[src/rtl/bit_adder_pkg.sv]
// Shared constants and width helpers for the pipelined bit adder.
// Optional feature macro: BIT_ADDER_ACC_EN (accumulation over ACC_LEN beats).
package bit_adder_pkg;

  localparam int DEF_M       = 16;
  localparam int DEF_PA      = 8;
  localparam int DEF_PW      = 4;
  localparam int DEF_ACC_LEN = 4;

`ifdef BIT_ADDER_ACC_EN
  localparam bit ACC_EN = 1'b1;
`else
  localparam bit ACC_EN = 1'b0;
`endif

  // Width of one input lane.
  function automatic int lane_width(input int pa, input int pw);
    return pa + pw;
  endfunction

  // Width of each sum produced by tree level k (level 0 adds raw lanes).
  function automatic int level_width(input int w, input int k);
    return w + k + 1;
  endfunction

  // Beat counter width; a one-beat group still needs a one-bit register.
  function automatic int cnt_width(input int acc_len);
    return (acc_len > 1) ? $clog2(acc_len) : 1;
  endfunction

  // Width of out_ba: tree growth plus accumulation growth when enabled.
  function automatic int out_width(input int w, input int m, input int acc_len);
    return w + $clog2(m) + (ACC_EN ? $clog2(acc_len) : 0);
  endfunction

endpackage

[src/rtl/pipelined_bit_adder_tree_level.sv]
// One registered pairwise level of the adder tree: N operands in, N/2 sums out.
// Sums capture only on an enabled, valid beat; clr drops the valid bit regardless of enable.
module adder_tree_level #(
  parameter int N  = 2,
  parameter int IW = 12
) (
  input  logic                      clk,
  input  logic                      rst_n,
  input  logic                      en,
  input  logic                      clr,
  input  logic [N-1:0][IW-1:0]      in_data,
  input  logic                      in_valid,
  output logic [N/2-1:0][IW:0]      out_data,
  output logic                      out_valid
);

  logic [N/2-1:0][IW:0] sum_s;

  // Pairwise sums, each one bit wider than its operands so nothing overflows.
  always_comb begin
    sum_s = '0;
    for (int i = 0; i < N/2; i++) begin
      sum_s[i] = {1'b0, in_data[2*i]} + {1'b0, in_data[2*i+1]};
    end
  end

  // Level register: valid follows the advance enable, data only moves on real beats.
  always_ff @(posedge clk or negedge rst_n) begin
    if (!rst_n) begin
      out_data  <= '0;
      out_valid <= 1'b0;
    end else begin
      if (clr) begin
        out_valid <= 1'b0;
      end else if (en) begin
        out_valid <= in_valid;
      end else begin
        out_valid <= out_valid;
      end
      if (en && in_valid && !clr) begin
        out_data <= sum_s;
      end else begin
        out_data <= out_data;
      end
    end
  end

endmodule

[src/rtl/pipelined_bit_adder.sv]
// Pipelined unsigned sum of M lanes through a registered binary adder tree.
// Macro BIT_ADDER_ACC_EN adds an accumulator that emits one sum per ACC_LEN beats.
// A single advance enable (output empty or being taken) moves every register.
module pipelined_bit_adder
  import bit_adder_pkg::*;
#(
  parameter int M       = DEF_M,
  parameter int Pa      = DEF_PA,
  parameter int Pw      = DEF_PW,
  parameter int ACC_LEN = DEF_ACC_LEN
) (
  input  logic                                                clk,
  input  logic                                                rst_n,
  input  logic [M-1:0][lane_width(Pa, Pw)-1:0]                in_ba,
  input  logic                                                in_valid,
  output logic                                                in_ready,
  output logic [out_width(lane_width(Pa, Pw), M, ACC_LEN)-1:0] out_ba,
  output logic                                                out_valid,
  input  logic                                                out_ready,
  input  logic                                                acc_clr
);

  localparam int W   = lane_width(Pa, Pw);
  localparam int LVL = $clog2(M);
  localparam int TW  = level_width(W, LVL - 1);
  localparam int OW  = out_width(W, M, ACC_LEN);

  logic          adv_s;
  logic          clr_s;
  logic [TW-1:0] tree_data_s;
  logic          tree_valid_s;

  assign adv_s    = !out_valid || out_ready;
  assign in_ready = adv_s;

`ifdef BIT_ADDER_ACC_EN
  assign clr_s = acc_clr;
`else
  logic unused_acc_clr_s;
  assign unused_acc_clr_s = acc_clr;
  assign clr_s            = 1'b0;
`endif

  genvar k;
  for (k = 0; k < LVL; k++) begin : g_lvl
    localparam int N  = M >> k;
    localparam int IW = W + k;
    logic [N/2-1:0][IW:0] data_s;
    logic                 valid_s;
    if (k == 0) begin : g_first
      adder_tree_level #(.N(N), .IW(IW)) u_level (
        .clk       (clk),
        .rst_n     (rst_n),
        .en        (adv_s),
        .clr       (clr_s),
        .in_data   (in_ba),
        .in_valid  (in_valid),
        .out_data  (data_s),
        .out_valid (valid_s)
      );
    end else begin : g_next
      adder_tree_level #(.N(N), .IW(IW)) u_level (
        .clk       (clk),
        .rst_n     (rst_n),
        .en        (adv_s),
        .clr       (clr_s),
        .in_data   (g_lvl[k-1].data_s),
        .in_valid  (g_lvl[k-1].valid_s),
        .out_data  (data_s),
        .out_valid (valid_s)
      );
    end
  end

  assign tree_data_s  = g_lvl[LVL-1].data_s[0];
  assign tree_valid_s = g_lvl[LVL-1].valid_s;

`ifdef BIT_ADDER_ACC_EN
  localparam int            CW       = cnt_width(ACC_LEN);
  localparam logic [CW-1:0] CNT_LAST = CW'(ACC_LEN - 1);

  logic [OW-1:0] acc_r;
  logic [CW-1:0] cnt_r;
  logic [OW-1:0] acc_sum_s;

  assign acc_sum_s = acc_r + OW'(tree_data_s);

  // Accumulate tree beats; the last beat of a group emits and restarts the group.
  always_ff @(posedge clk or negedge rst_n) begin
    if (!rst_n) begin
      acc_r     <= '0;
      cnt_r     <= '0;
      out_ba    <= '0;
      out_valid <= 1'b0;
    end else if (clr_s) begin
      acc_r     <= '0;
      cnt_r     <= '0;
      out_ba    <= out_ba;
      out_valid <= adv_s ? 1'b0 : out_valid;
    end else if (adv_s) begin
      if (tree_valid_s && (cnt_r == CNT_LAST)) begin
        acc_r     <= '0;
        cnt_r     <= '0;
        out_ba    <= acc_sum_s;
        out_valid <= 1'b1;
      end else if (tree_valid_s) begin
        acc_r     <= acc_sum_s;
        cnt_r     <= cnt_r + 1'b1;
        out_ba    <= out_ba;
        out_valid <= 1'b0;
      end else begin
        acc_r     <= acc_r;
        cnt_r     <= cnt_r;
        out_ba    <= out_ba;
        out_valid <= 1'b0;
      end
    end else begin
      acc_r     <= acc_r;
      cnt_r     <= cnt_r;
      out_ba    <= out_ba;
      out_valid <= out_valid;
    end
  end
`else
  // The final tree level register is the output register.
  assign out_ba    = OW'(tree_data_s);
  assign out_valid = tree_valid_s;
`endif

endmodule

[config.mk]
export PLATFORM = sky130hd
export DESIGN_NAME = pipelined_bit_adder
export DESIGN_NICKNAME = d
export VERILOG_FILES = /design/src/rtl/bit_adder_pkg.sv /design/src/rtl/pipelined_bit_adder_tree_level.sv /design/src/rtl/pipelined_bit_adder.sv
export SDC_FILE = /design/constraint.sdc
export NUM_CORES = 1
export LEC_CHECK = 0
export ABC_AREA = 0
export BUFFER_PORTS_ARGS = -buffer_cell sky130_fd_sc_hd__buf_2
export CAP_MARGIN = 10
export CORE_UTILIZATION = 45
export DETAILED_ROUTE_END_ITERATION = 16
export HOLD_SLACK_MARGIN = 0.08
export PLACE_DENSITY_LB_ADDON = 0.25
export SYNTH_ARGS = -nofsm -noshare
export SYNTH_HDL_FRONTEND = slang
export SYNTH_HIERARCHICAL = 1
export SYNTH_SLANG_ARGS = --single-unit
[constraint.sdc]
create_clock -name clk -period 3.04 [get_ports clk]
set_input_delay 0.608 -clock clk [delete_from_list [all_inputs] [get_ports clk]]
set_output_delay 0.608 -clock clk [all_outputs]
set_load 0.02 [all_outputs]
# Word level (Yosys, flattened, before mapping)
# Cells that the tools add are included.
[totals] ff_bits=210 output_inout_bits=18 wordCells=40
[op_classes] n_addsub=15 reduce_logical=6
[ops] cell="$add 12x12->13" n=8
[ops] cell="$add 13x13->14" n=4
[ops] cell="$add 14x14->15" n=2
[ops] cell="$add 15x15->16" n=1
[ops] cell="$logic_and 1x1->1" n=4
[ops] cell="$logic_not 1->1" n=1
[ops] cell="$logic_or 1x1->1" n=1

# Depth between registers and ports, before layout
# Gate-level depths: netlist (run 1).
[depth] word_depth=3 mapped_depth=9 mapped_depth_nobuf=9

# Hierarchy
# Netlist (run 1), hierarchy kept.
[by_module_without_submodules] mod="adder_tree_level (g_lvl[0].g_first.u_level)" n_inst=1 cells_each=853 area_per_inst_um2=7706.1 seq_area_each_um2=2627.5
[by_module_without_submodules] mod="adder_tree_level (g_lvl[1].g_next.u_level)" n_inst=1 cells_each=511 area_per_inst_um2=4391.7 seq_area_each_um2=1426.4
[by_module_without_submodules] mod="adder_tree_level (g_lvl[2].g_next.u_level)" n_inst=1 cells_each=282 area_per_inst_um2=2472.4 seq_area_each_um2=775.7
[by_module_without_submodules] mod="adder_tree_level (g_lvl[3].g_next.u_level)" n_inst=1 cells_each=159 area_per_inst_um2=1343.8 seq_area_each_um2=425.4
[by_module_without_submodules] mod="pipelined_bit_adder" n_inst=1 cells_each=2 area_per_inst_um2=10.0 seq_area_each_um2=0.0

# Worst setup path before layout (run 1)
# No wires, ideal clock.
[synth_timing] path_type="input to register" startpoint="in in_ba[168] (netlist bit)" endpoint="reg g_lvl[0].g_first.u_level/out_data[103] (netlist bit)" setup_time_ns=0.134 t_arrival_ns=2.391 required_time_ns=2.906 path_slack_ns=0.514 path_stages=8 path_buffers=0 cell_sequence="ha_1 > fa_1 > a211oi_1 > nor2_1 > o32ai_2 > o21ai_1 > a2111oi_0 > nor3_1"
[synth_via] elab_chain_len=1
[synth_rtl] item="start: declaration" line_no="pipelined_bit_adder.sv:14" rtl="input logic [M-1:0][lane_width(Pa, Pw)-1:0] in_ba,"
[synth_rtl] item="$add 12x12->13" line_no="pipelined_bit_adder_tree_level.sv:23" rtl="sum_s[i] = {1'b0, in_data[2*i]} + {1'b0, in_data[2*i+1]};"
[synth_rtl] item="end signal: assignment" line_no="pipelined_bit_adder_tree_level.sv:41" rtl="out_data <= sum_s;"
[synth_rtl] item="end signal: assignment" line_no="pipelined_bit_adder_tree_level.sv:43" rtl="out_data <= out_data;"
[synth_rtl] item="end: declaration" line_no="pipelined_bit_adder_tree_level.sv:13" rtl="output logic [N/2-1:0][IW:0] out_data,"
# No other way between the ends.
# A chain may end at the register's enable or synchronous reset.

# Worst setup path in the final report (run 1)
[layout_timing] startpoint="reg g_lvl[0].g_first.u_level/out_data[26] (netlist bit)" endpoint="reg g_lvl[1].g_next.u_level/out_data[26] (netlist bit)"
[layout_via] elab_chain_len=1
[layout_rtl] item="$add 13x13->14" line_no="pipelined_bit_adder_tree_level.sv:23"
[layout_rtl] item="end signal: assignment" line_no="pipelined_bit_adder_tree_level.sv:41"
[layout_rtl] item="end signal: assignment" line_no="pipelined_bit_adder_tree_level.sv:43"
[layout_rtl] item="end: declaration" line_no="pipelined_bit_adder_tree_level.sv:13"
# No other way between the ends.

==> key figures, run 1 <==
Yosys
  • Number of synthesized flops with an enable pin: 0
  • Register area share after synthesis: 33.0%
  • Avg Cell Area, Syn: 8.81 sq um
  • Cells after synthesis: 1807
  • Synth unique cells: 80
  • Yosys warnings: 6
  • Yosys reg bits: 210
  • Post-synth ARST share: 100%
  • Top_reg_cell synth: dfrtp_1
  • Post-Synthesis Cell Area: 0.0159 sq mm

Finish
  • Final core utilization: 53.1%
  • Layout cells sized above 1: 15.3%
  • Area delta synth->final: 15.7%
  • # diodes: 0
  • Commonest non-fill, non-tap cell in the layout: nand2_1
  • Most frequent cells in the layout: nand2_1 (296), buf_2 (212), dfrtp_1 (210), ha_1 (191), o21ai_0 (168)
  • Final-stage net count: 2427

Clock tree
  • Clk buf depth: 3
  • Clock slew at reported path FFs: 0.06 ns
  • Post-CTS Setup Repair Bufs: 0
  • Clk_lat worst skew: 0.52 ns
  • TritonCTS Buffers: 24
  • Clk sinks: 210
  • Hold buffer count at cts: 0
  • CTS tree: built
  • Htree depth: 1
  • Root Driver: clkbuf_16
  • CTS resizes: 0

STA
  • Final number of setup-violating endpoints: 0
  • Hold Worst Slack: 0.0998 ns
  • Worst Tran Pin Value: 0.929 ns
  • Max Clk Rate: 417 MHz
  • Post-Route Setup TNS: 0 ns
  • Max-slew violations: 0
  • Hold Fails Final Rpt: 0
  • RSZ-0062 raised after global routing: no
  • Max-slew headroom: 38.1%
  • Clock skew: 0.0127 ns
  • Final min period: 2.40 ns
  • Period utilization: 78.8%

Floorplan
  • Row count: 68
  • Die height: 190 um
  • Initial core utilization: 45.9%
  • Die Width: 190 um
  • DIE AREA: 0.0361 sq mm
  • Placeable Area: 0.0347 sq mm
  • Ports: 215

Setup path
  • Slowest cell on the critical path: or4b_1
  • Worst Path Arrival: 2.85 ns
  • Critical Path Sink Type: register
  • Crit path largest cell delay: 0.52 ns
  • WP data required: 3.50 ns
  • CP Launch Type: register
  • CP Class: reg2reg
  • Worst Path Buf+Inv: 1
  • Crit-path leading delay family: simple AND/OR/NAND/NOR gates
  • CP Cell Sequence: ha_1 -> inv_1 -> fa_1 -> and2b_1 -> o2111ai_2 -> a21oi_2 -> a311oi_1 -> or4b_1 -> nand3_1
  • Crit Path Max Fanout: 2

Routing
  • Drt drc: 0
  • Routed len/inst: 14.7 um
  • Vias/cell: 5.48
  • First-pass DRT Iterations: 5
  • 1st-iter DRT viols: 580
  • Final wirelength: 36600 um
  • Vias post-DR: 13.7k
  • Final ANT Viol Nets: 0

Power
  • Leak: 8.87 nW
  • Worst vdd ir: 499 uV
  • Cell Pwr Density: 767 mW/mm^2
  • Design Power: 14.1 mW

Outcome
  • Outcome: completed

GRT
  • Vias in the first global route: 12.9k
  • Antenna violations before repair: 0
  • Total track usage: 20.5%
  • First-pass GRT wire length: 61800 um
  • GRT overflow: 0
  • Pin count of the biggest net entering global routing: 72

Run
  • # Max-Cap Violations: 0

Placed design
  • Placer Congestion: 0.893
  • Port buffer count: 213
  • Final HPWL DP: 28500 um

Min path
  • Worst min path class: in2async
## path summary, 6_finish.rpt
check | from | endpoint | slack [ns] | cells after the start
max in group asynchronous | rst_n | g_lvl[1].g_next.u_level/out_data[42] | 2.23 | 2
worst min-delay path | rst_n | g_lvl[2].g_next.u_level/out_data[15] | 0.1 | 1
min in group clk | in_ba[36] | g_lvl[0].g_first.u_level/out_data[13] | 0.40 | 4
worst max-delay path | g_lvl[0].g_first.u_level/out_data[26] | g_lvl[1].g_next.u_level/out_data[26] | 0.64 | 9
worst max register to register | g_lvl[0].g_first.u_level/out_data[26] | g_lvl[1].g_next.u_level/out_data[26] | 0.64 | 9
worst min register to register | g_lvl[3].g_next.u_level/out_data[2] | g_lvl[3].g_next.u_level/out_data[2] | 0.47 | 2
## registers in the layout, indices dropped and copies added, names as in the netlist
register,flops
g_lvl.g_first.u_level/out_data,104
g_lvl.g_next.u_level/out_data,102
g_lvl.g_next.u_level/out_valid,3
g_lvl.g_first.u_level/out_valid,1
## Yosys cell counts, types with 23 or more instances
cell | count | area [sq um]
a21o_1 | 60 | 450
a31oi_1 | 23 | 144
nor2_1 | 72 | 270
o21a_1 | 32 | 240
a211oi_1 | 36 | 270
xor2_1 | 54 | 473
nand2_1 | 296 | 1110
nand3_1 | 38 | 190
xnor2_1 | 64 | 561
ha_1 | 191 | 2390
nor3_1 | 38 | 190
clkbuf_1 | 38 | 143
o21ai_1 | 40 | 200
dfrtp_1 | 210 | 5260
o21ai_0 | 168 | 841
a21oi_1 | 108 | 541
inv_1 | 48 | 180
## cells by family (layout without fill, tap and decap cells)
group / Yosys count / count (layout) / share of synthesized area, %
multiplexers: 6 / 6 / 0.401
flip-flops: 210 / 210 / 33.0
other: 1 / 12 / 0.0235
AND/OR/NAND/NOR: 563 / 563 / 16.3
XOR/XNOR: 118 / 118 / 6.49
AO/OA/AOI/OAI: 597 / 597 / 24.2
buffers and inverters: 106 / 326 / 2.63
adder cells (fa/ha/maj): 206 / 206 / 16.9
## where the power goes
| part | switching, mW | total, mW | internal [mW] |
|---|---|---|---|
| clock network | 1.14 | 2.91 | 1.77 |
| logic | 3.91 | 6.81 | 2.90 |
| registers | 0.697 | 4.41 | 3.71 |
## per-stage QoR
step	instances	worst slack, ns	cell area [sq um]
after detailed placement	2453	0.174	17600
after floorplan	1818	0.514	16000
after global placement	2453	0.205	17600
after global routing	2493	0.515	18400
final	2493	0.644	18400
after CTS	2493	0.648	18400
## area by class of cell
type / count / area [sq um]
Multi-Input combinational cell: 1502 / 10300
Clock inverter: 6 / 119
Timing Repair Buffer: 238 / 1330
Inverter: 48 / 180
Sequential cell: 210 / 5260
Tap cell: 455 / 569
Clock buffer: 34 / 668
Fill cell: 3305 / 16300
## routing by layer
| metal | GRT usage, % | wire (um) | up-vias |
|---|---|---|---|
| li1 | - | - | 7028 |
| met1 | 30.3 | 18600 | 6337 |
| met2 | 31.9 | 15900 | 261 |
| met3 | 2.16 | 1360 | 38 |
| met4 | 4.59 | 765 | 0 |
| met5 | 0 | 0 | - |
## worst register-to-register path, cell delays in order (launching register included)
cell and delay [ns]:
dfrtp_1 0.36, ha_1 0.17, inv_1 0.05, fa_1 0.40, and2b_1 0.24, o2111ai_2 0.13, a21oi_2 0.19, a311oi_1 0.16
or4b_1 0.53, nand3_1 0.10
Power figures use the tool's default switching activity.
==> run 2, diff against run 1 <==
ABC_AREA = 1   (was 0)
clock period = 2.42 ns   (was 3.04 ns; I/O delays follow)
==> run 2 against run 1 <==
Combinational power increased by 36%. Synthesized cell count up 58%. Non-clock buffer count is 4 higher. Clock skew shrank 0.0033 ns. Sequential share of layout area shrank 3.7 points. Setup slack got worse by 0.25 ns. Worst hold slack better by 0.19 ns. Critical endpoint is now in_ready. Highest routed layer unchanged.
==> key figures, run 2 <==
Power
  • Switching Share: 42.8% (+2.1 points)
  • Cell Pwr Density: 892 mW/mm^2 (+16%)
  • Int Power: 10.8 mW (+29%)
  • Leak: 12.4 nW (+40%)
  • Sequential fraction of design power: 28.9% (-2.3 points)
  • Worst vdd ir: 543 uV (+8.7%)
  • Design Power: 18.9 mW (+34%)
  • Clock power share: 21.9% (+1.3 points)
  • Comb pwr share: 49.2% (+1.0 points)
  • Net switching power: 8.09 mW (+41%)

Yosys
  • Post-Synthesis Cell Area: 0.0184 sq mm (+16%)
  • Register area share after synthesis: 28.5% (-4.5 points)
  • Number of synthesized flops with an enable pin: 0 (unchanged)
  • Synth unique cells: 30 (-63%)
  • Top post-synthesis cells by count: nand2_1 (1164), inv_1 (420), nand3_1 (229), dfrtp_1 (210), ha_1 (191)
  • Yosys top cell area share: 28.5% (-4.5 points)
  • Top_reg_cell synth: dfrtp_1
  • Post-synth ARST share: 100% (unchanged)
  • Yosys reg bits: 210 (unchanged)
  • Synth area leaders: dfrtp_1 (29%), nand2_1 (24%), ha_1 (13%), inv_1 (8.6%), nand3_1 (6.2%)
  • Avg Cell Area, Syn: 6.46 sq um (-27%)
  • Count leader, synth: nand2_1
  • Yosys warnings: 6 (unchanged)
  • Cells after synthesis: 2853 (+58%)
  • Largest area contributor in the netlist: dfrtp_1

STA
  • Period utilization: 83.7%
  • Worst Tran Pin Value: 0.731 ns (-0.198 ns)
  • Max-slew violations: 0 (unchanged)
  • RSZ-0062 raised after global routing: no
  • Max-slew headroom: 51.2% (+13 points)
  • Worst Setup Slack, final: 0.394 ns (-0.250 ns)
  • Final number of setup-violating endpoints: 0 (unchanged)
  • Final min period: 2.03 ns
  • Clock skew: 0.00941 ns (-0.00327 ns)
  • Hold Worst Slack: 0.287 ns (+0.188 ns)
  • Max Clk Rate: 494 MHz
  • Post-Route Setup TNS: 0 ns (unchanged)
  • Hold Fails Final Rpt: 0 (unchanged)

Setup path
  • Crit Path Max Fanout: 9 (+7)
  • Worst Path Arrival: 1.54 ns (-1.31 ns)
  • Crit-path leading delay family: flip-flops
  • Worst R2R Start: g_lvl[1].g_next.u_level/out_data[0]
  • CP Launch Type: register
  • Worst Path Buf+Inv: 1 (unchanged)
  • Crit path largest cell delay: 0.40 ns (-0.12 ns)
  • WP depth: 2 (-7)
  • Crit path capture: in_ready
  • CP Class: reg2out
  • WP data required: 1.94 ns (-1.56 ns)
  • Reg2reg path depth: 9 (unchanged)
  • Slowest cell on the critical path: dfrtp_1
  • CP Cell Sequence: nand2_1 -> buf_2
  • Critical Path Sink Type: primary output
  • R2R setup slack: 0.48 ns (-0.16 ns)
  • FF-to-FF End: g_lvl[2].g_next.u_level/out_data[6]
  • Worst Setup SP: g_lvl[3].g_next.u_level/out_valid

Outcome
  • Outcome: completed

Clock tree
  • CTS resizes: 0 (unchanged)
  • Clk buf depth: 3 (unchanged)
  • Clk sinks: 210 (unchanged)
  • Clock slew at reported path FFs: 0.06 ns (about the same)
  • Clk_lat worst skew: 0.53 ns (about the same)
  • Htree depth: 1 (unchanged)
  • Hold buffer count at cts: 1 (+1)
  • CTS tree: built
  • Root Driver: clkbuf_16
  • TritonCTS Buffers: 25 (+4.2%)
  • Post-CTS Setup Repair Bufs: 0 (unchanged)

Routing
  • Final ANT Viol Nets: 0 (unchanged)
  • Vias/cell: 4.90 (-11%)
  • 1st-iter DRT viols: 990 (+71%)
  • Final wirelength: 45600 um (+25%)
  • First-pass DRT Iterations: 6 (+1)
  • Routed len/inst: 12.6 um (-14%)
  • Vias post-DR: 17.8k (+30%)
  • Drt drc: 0 (unchanged)

Finish
  • Most frequent cells in the layout: nand2_1 (1164), inv_1 (420), nand3_1 (228), buf_2 (212), dfrtp_1 (210)
  • Final core utilization: 52.9% (-0.13 points)
  • Final-stage net count: 3490 (+44%)
  • # diodes: 0 (unchanged)
  • Largest register FFs: 104 (unchanged)
  • Layout cells sized above 1: 10.4% (-4.9 points)
  • Largest regs: g_lvl.g_first.u_level/out_data x104, g_lvl.g_next.u_level/out_data x102, g_lvl.g_next.u_level/out_valid x3
  • Finished Layout Cells: 3629 (+46%)
  • Fin area: 0.0212 sq mm (+15%)
  • Commonest non-fill, non-tap cell in the layout: nand2_1
  • Area delta synth->final: 15.0%
  • Reg with most FFs: g_lvl.g_first.u_level/out_data

Floorplan
  • Row count: 73 (+7.4%)
  • DIE AREA: 0.0417 sq mm (+15%)
  • Initial core utilization: 46.0% (+0.16 points)
  • Placeable Area: 0.0400 sq mm (+15%)
  • Die Width: 204 um (+7.5%)
  • Ports: 215 (unchanged)
  • Die height: 204 um (+7.5%)

GRT
  • Pin count of the biggest net entering global routing: 69 (-4.2%)
  • GRT overflow: 0 (unchanged)
  • Antenna violations before repair: 0 (unchanged)
  • Vias in the first global route: 16.9k (+31%)
  • First-pass GRT wire length: 78500 um (+27%)
  • Total track usage: 22.5% (+2.0 points)

Placed design
  • Port buffer count: 213 (unchanged)
  • Final HPWL DP: 37200 um (+30%)
  • Placement Cell Area: 0.0203 sq mm (+15%)
  • Setup WS pre-CTS: 0.299 ns (+0.125 ns)
  • Placer Congestion: 0.893 (about the same)
  • Placed insts: 3584 (+46%)

Min path
  • Worst min path class: in2reg
  • HP Start: in_ba[36]

Run
  • # Max-Cap Violations: 0 (unchanged)
==> run 2: worst register-to-register path, cell delays in order, from the launching register on <==
cell and delay, ns:
dfrtp_1 0.38, ha_1 0.25, fa_1 0.45, nand3_1 0.13, nand3_2 0.11, nand2_1 0.08
nand2_1 0.05, or2_1 0.20, nand3_1 0.10, nand2_1 0.07
==> run 2: final cells by class <==
| type | count | area [sq um] |
|---|---|---|
| Fill cell | 4064 | 18800 |
| Sequential cell | 210 | 5260 |
| Clock buffer | 31 | 688 |
| Timing Repair Buffer | 242 | 1360 |
| Multi-Input combinational cell | 2184 | 11400 |
| Clock inverter | 13 | 226 |
| Tap cell | 525 | 657 |
| Inverter | 424 | 1590 |
==> run 2: worst min path at each step <==
| stage | slack, ns | depth (start not counted) | endpoint |
|---|---|---|---|
| after detailed placement | 0.46 | 2 | g_lvl[3].g_next.u_level/out_data[9] |
| after floorplan | 0.19 | 0 | g_lvl[0].g_first.u_level/out_data[0] |
| final | 0.29 | 4 | g_lvl[0].g_first.u_level/out_data[13] |
| after global routing | 0.33 | 4 | g_lvl[0].g_first.u_level/out_data[0] |
| after CTS | 0.28 | 4 | g_lvl[0].g_first.u_level/out_data[13] |
| after global placement | 0.46 | 2 | g_lvl[3].g_next.u_level/out_data[9] |
==> run 2: logic make-up after synthesis <==
| logic type | synth area share (%) |
|---|---|
| xor+xnor | 2.95 |
| compound gates | 6.15 |
| other cells | 0.0204 |
| flops | 28.5 |
| buf+inv | 9.76 |
| simple gates | 38.0 |
| fa+ha+maj | 14.6 |
==> run 2: metal layers <==
layer	up-vias	part of all wire (%)	track usage, %
met5	-	0	0
met4	0	2.6	5.81
met3	72	3.0	1.95
met2	292	46	38.8
met1	7939	48	30.0
li1	9463	-	-
==> run 2: power by group through the flow <==
| stage | combinational (mW) | sequential, mW | clock, mW |
|---|---|---|---|
| final | 9.29 | 5.46 | 4.15 |
| after detailed placement | 9.21 | 5.52 | 0 |
| after floorplan | 6.99 | 5.30 | 0 |
| after CTS | 9.29 | 5.48 | 4.22 |
| after global routing | 10.8 | 5.60 | 4.36 |
| after global placement | 9.06 | 5.50 | 0 |
==> run 3, diff against run 2 <==
clock period = 2 ns   (was 2.42 ns; I/O delays follow)
==> run 3 against run 2 <==
Critical path type is now reg2reg. First-iteration DRC count shrank 9.7%. Core utilization barely moved. Clock power increased by 25%. Largest cell class unchanged. Register-to-register slack worse by 0.34 ns. Die area stayed put. Final cell count down 0.14%. Global-route usage down 0.057 points.
==> key figures, run 3 (synthesis results as in run 2) <==
Setup path
  • CP Class: reg2reg
  • Critical Path Sink Type: register
  • Crit path largest cell delay: 0.43 ns (+0.03 ns)
  • Crit Path Max Fanout: 3 (-6)
  • Worst Path Buf+Inv: 0 (-1)
  • Slowest cell on the critical path: fa_1
  • Crit-path leading delay family: adder cells
  • WP depth: 10 (+8)
  • WP data required: 2.41 ns (+0.47 ns)
  • CP Cell Sequence: ha_1 -> fa_1 -> nand2_1 -> nand2_1 -> nand3_1 -> nand2_1 -> nand2_1 -> nand3b_1 -> nand3_1 -> nand2_1
  • CP Launch Type: register
  • Most frequent CP cell: nand2_1
  • Reg2reg path depth: 10 (+1)
  • R2R setup slack: 0.14 ns (-0.34 ns)
  • Worst Path Arrival: 2.26 ns (+0.72 ns)

GRT
  • Total track usage: 22.4% (-0.057 points)
  • Pin count of the biggest net entering global routing: 97 (+41%)
  • Antenna violations before repair: 0 (unchanged)
  • GRT overflow: 0 (unchanged)
  • First-pass GRT wire length: 78800 um (+0.30%)
  • Vias in the first global route: 17.0k (+0.15%)

Routing
  • Routed len/inst: 12.6 um (about the same)
  • Final wirelength: 45600 um (-0.11%)
  • Vias/cell: 4.91 (+0.30%)
  • 1st-iter DRT viols: 894 (-9.7%)
  • First-pass DRT Iterations: 5 (-1)
  • Vias post-DR: 17.8k (+0.16%)
  • Drt drc: 0 (unchanged)
  • Final ANT Viol Nets: 0 (unchanged)

Floorplan
  • Ports: 215 (unchanged)
  • Row count: 73 (unchanged)
  • Initial core utilization: 46.0% (unchanged)
  • Placeable Area: 0.0400 sq mm (unchanged)
  • Die height: 204 um (unchanged)
  • Die Width: 204 um (unchanged)
  • DIE AREA: 0.0417 sq mm (unchanged)

Clock tree
  • Htree depth: 1 (unchanged)
  • Clk_lat worst skew: 0.52 ns (about the same)
  • Clk sinks: 210 (unchanged)
  • Clock slew at reported path FFs: 0.06 ns (about the same)
  • Post-CTS Setup Repair Bufs: 0 (unchanged)
  • CTS tree: built
  • TritonCTS Buffers: 25 (unchanged)
  • Clk buf depth: 3 (unchanged)
  • Root Driver: clkbuf_16

Finish
  • Largest regs: g_lvl.g_first.u_level/out_data x104, g_lvl.g_next.u_level/out_data x102, g_lvl.g_next.u_level/out_valid x3
  • Most frequent cells in the layout: nand2_1 (1163), inv_1 (420), nand3_1 (228), buf_2 (212), dfrtp_1 (210)
  • Register Area: 0.00526 sq mm (unchanged)
  • Fin area: 0.0212 sq mm (about the same)
  • Fill count: 4098 (+0.84%)
  • Finished Layout Cells: 3624 (-0.14%)
  • Layout cells sized above 1: 10.3% (-0.14 points)
  • Area delta synth->final: 15.1% (about the same)
  • Area of the multi-input gates: 0.0114 sq mm (about the same)
  • Reg with most FFs: g_lvl.g_first.u_level/out_data
  • Largest register FFs: 104 (unchanged)
  • Final-stage net count: 3484 (-0.17%)
  • # diodes: 0 (unchanged)
  • Commonest non-fill, non-tap cell in the layout: nand2_1
  • Final core utilization: 53.0% (about the same)

STA
  • Final min period: 1.86 ns
  • RSZ-0062 raised after global routing: no
  • Post-Route Setup TNS: 0 ns (unchanged)
  • Period utilization: 92.8%
  • Hold Fails Final Rpt: 0 (unchanged)
  • Clock skew: 0.0100 ns (+0.000620 ns)
  • Max-slew violations: 0 (unchanged)
  • Max Clk Rate: 539 MHz
  • Final number of setup-violating endpoints: 0 (unchanged)

Placed design
  • Final HPWL DP: 36900 um (-0.70%)
  • Placed insts: 3578 (-0.17%)
  • Port buffer count: 213 (unchanged)
  • Placement Cell Area: 0.0202 sq mm (-0.16%)
  • Placer Congestion: 0.886 (-0.75%)

Min path
  • Worst min path class: in2reg
  • Hold path cells: 4 (unchanged)

Power
  • Worst vdd ir: 577 uV (+6.2%)
  • Cell Pwr Density: 1090 mW/mm^2 (+22%)
  • Leak: 12.4 nW (about the same)

Run
  • # Max-Cap Violations: 0 (unchanged)

Outcome
  • Outcome: completed
run 3: changes by cell type in the layout (fill, tap and decap cells not counted), sizes merged:
| cell | delta |
|---|---|
| buf | -6 |
| bufinv | +1 |
| clkbuf | +4 |
| clkinv | -3 |
| clkinvlp | -1 |
run 3: layer usage:
layer | vias to the layer above | GRT usage (%) | share of wire [%]
met1 | 7959 | 30.3 | 49
met5 | - | 0 | 0
met2 | 323 | 38.4 | 46
li1 | 9450 | - | -
met3 | 62 | 1.82 | 3.0
met4 | 0 | 5.52 | 2.2
run 3: metrics by stage:
stage / hold WS, ns / setup WS [ns] / total power, mW
final: 0.216 / 0.145 / 23.0
after global routing: 0.234 / 0.000155 / 25.3
after CTS: 0.198 / 0.0489 / 23.2
after detailed placement: 0.361 / 0.124 / 17.8
after global placement: 0.359 / 0.150 / 17.6
after floorplan: 0.104 / 0.275 / 14.9
run 3: timing repair:
| action | CTS | global route |
|---|---|---|
| setup endpoints to repair | 0 | 3 |
| hold buffers | 1 | 0 |
| gates resized for setup | 0 | 2 |
| hold endpoints to repair | 36 | 0 |
run 3: cell type report:
cell class,instances,area share (%)
clock inverter,10,1.10
tap,525,3.10
timing repair buffer,236,6.25
clock buffer,35,3.41
sequential,210,24.8
multi-input combinational,2184,53.8
inverter,424,7.51
run 3: power by group:
part	total (mW)	internal, mW	switching (mW)
logic	11.2	4.30	6.90
registers	6.64	5.57	1.07
clock network	5.18	3.41	1.77
total	23.0	13.3	9.74
run 3: worst register-to-register path, cell delays in order (launching register included):
cell and delay, ns:
dfrtp_1 0.38, ha_1 0.25, fa_1 0.43, nand2_1 0.10, nand2_1 0.05, nand3_1 0.07, nand2_1 0.12, nand2_1 0.11
nand3b_1 0.08, nand3_1 0.08, nand2_1 0.06
run 3: final timing paths:
| path | start | to |
|---|---|---|
| worst max-delay path | g_lvl[2].g_next.u_level/out_data[0] | g_lvl[3].g_next.u_level/out_data[10] |
| worst min-delay path | in_ba[36] | g_lvl[0].g_first.u_level/out_data[13] |
| worst max register to register | g_lvl[2].g_next.u_level/out_data[0] | g_lvl[3].g_next.u_level/out_data[10] |
| worst min register to register | g_lvl[3].g_next.u_level/out_data[9] | g_lvl[3].g_next.u_level/out_data[9] |
| max in group asynchronous | rst_n | g_lvl[1].g_next.u_level/out_data[25] |
| min in group asynchronous | rst_n | g_lvl[0].g_first.u_level/out_data[64] |
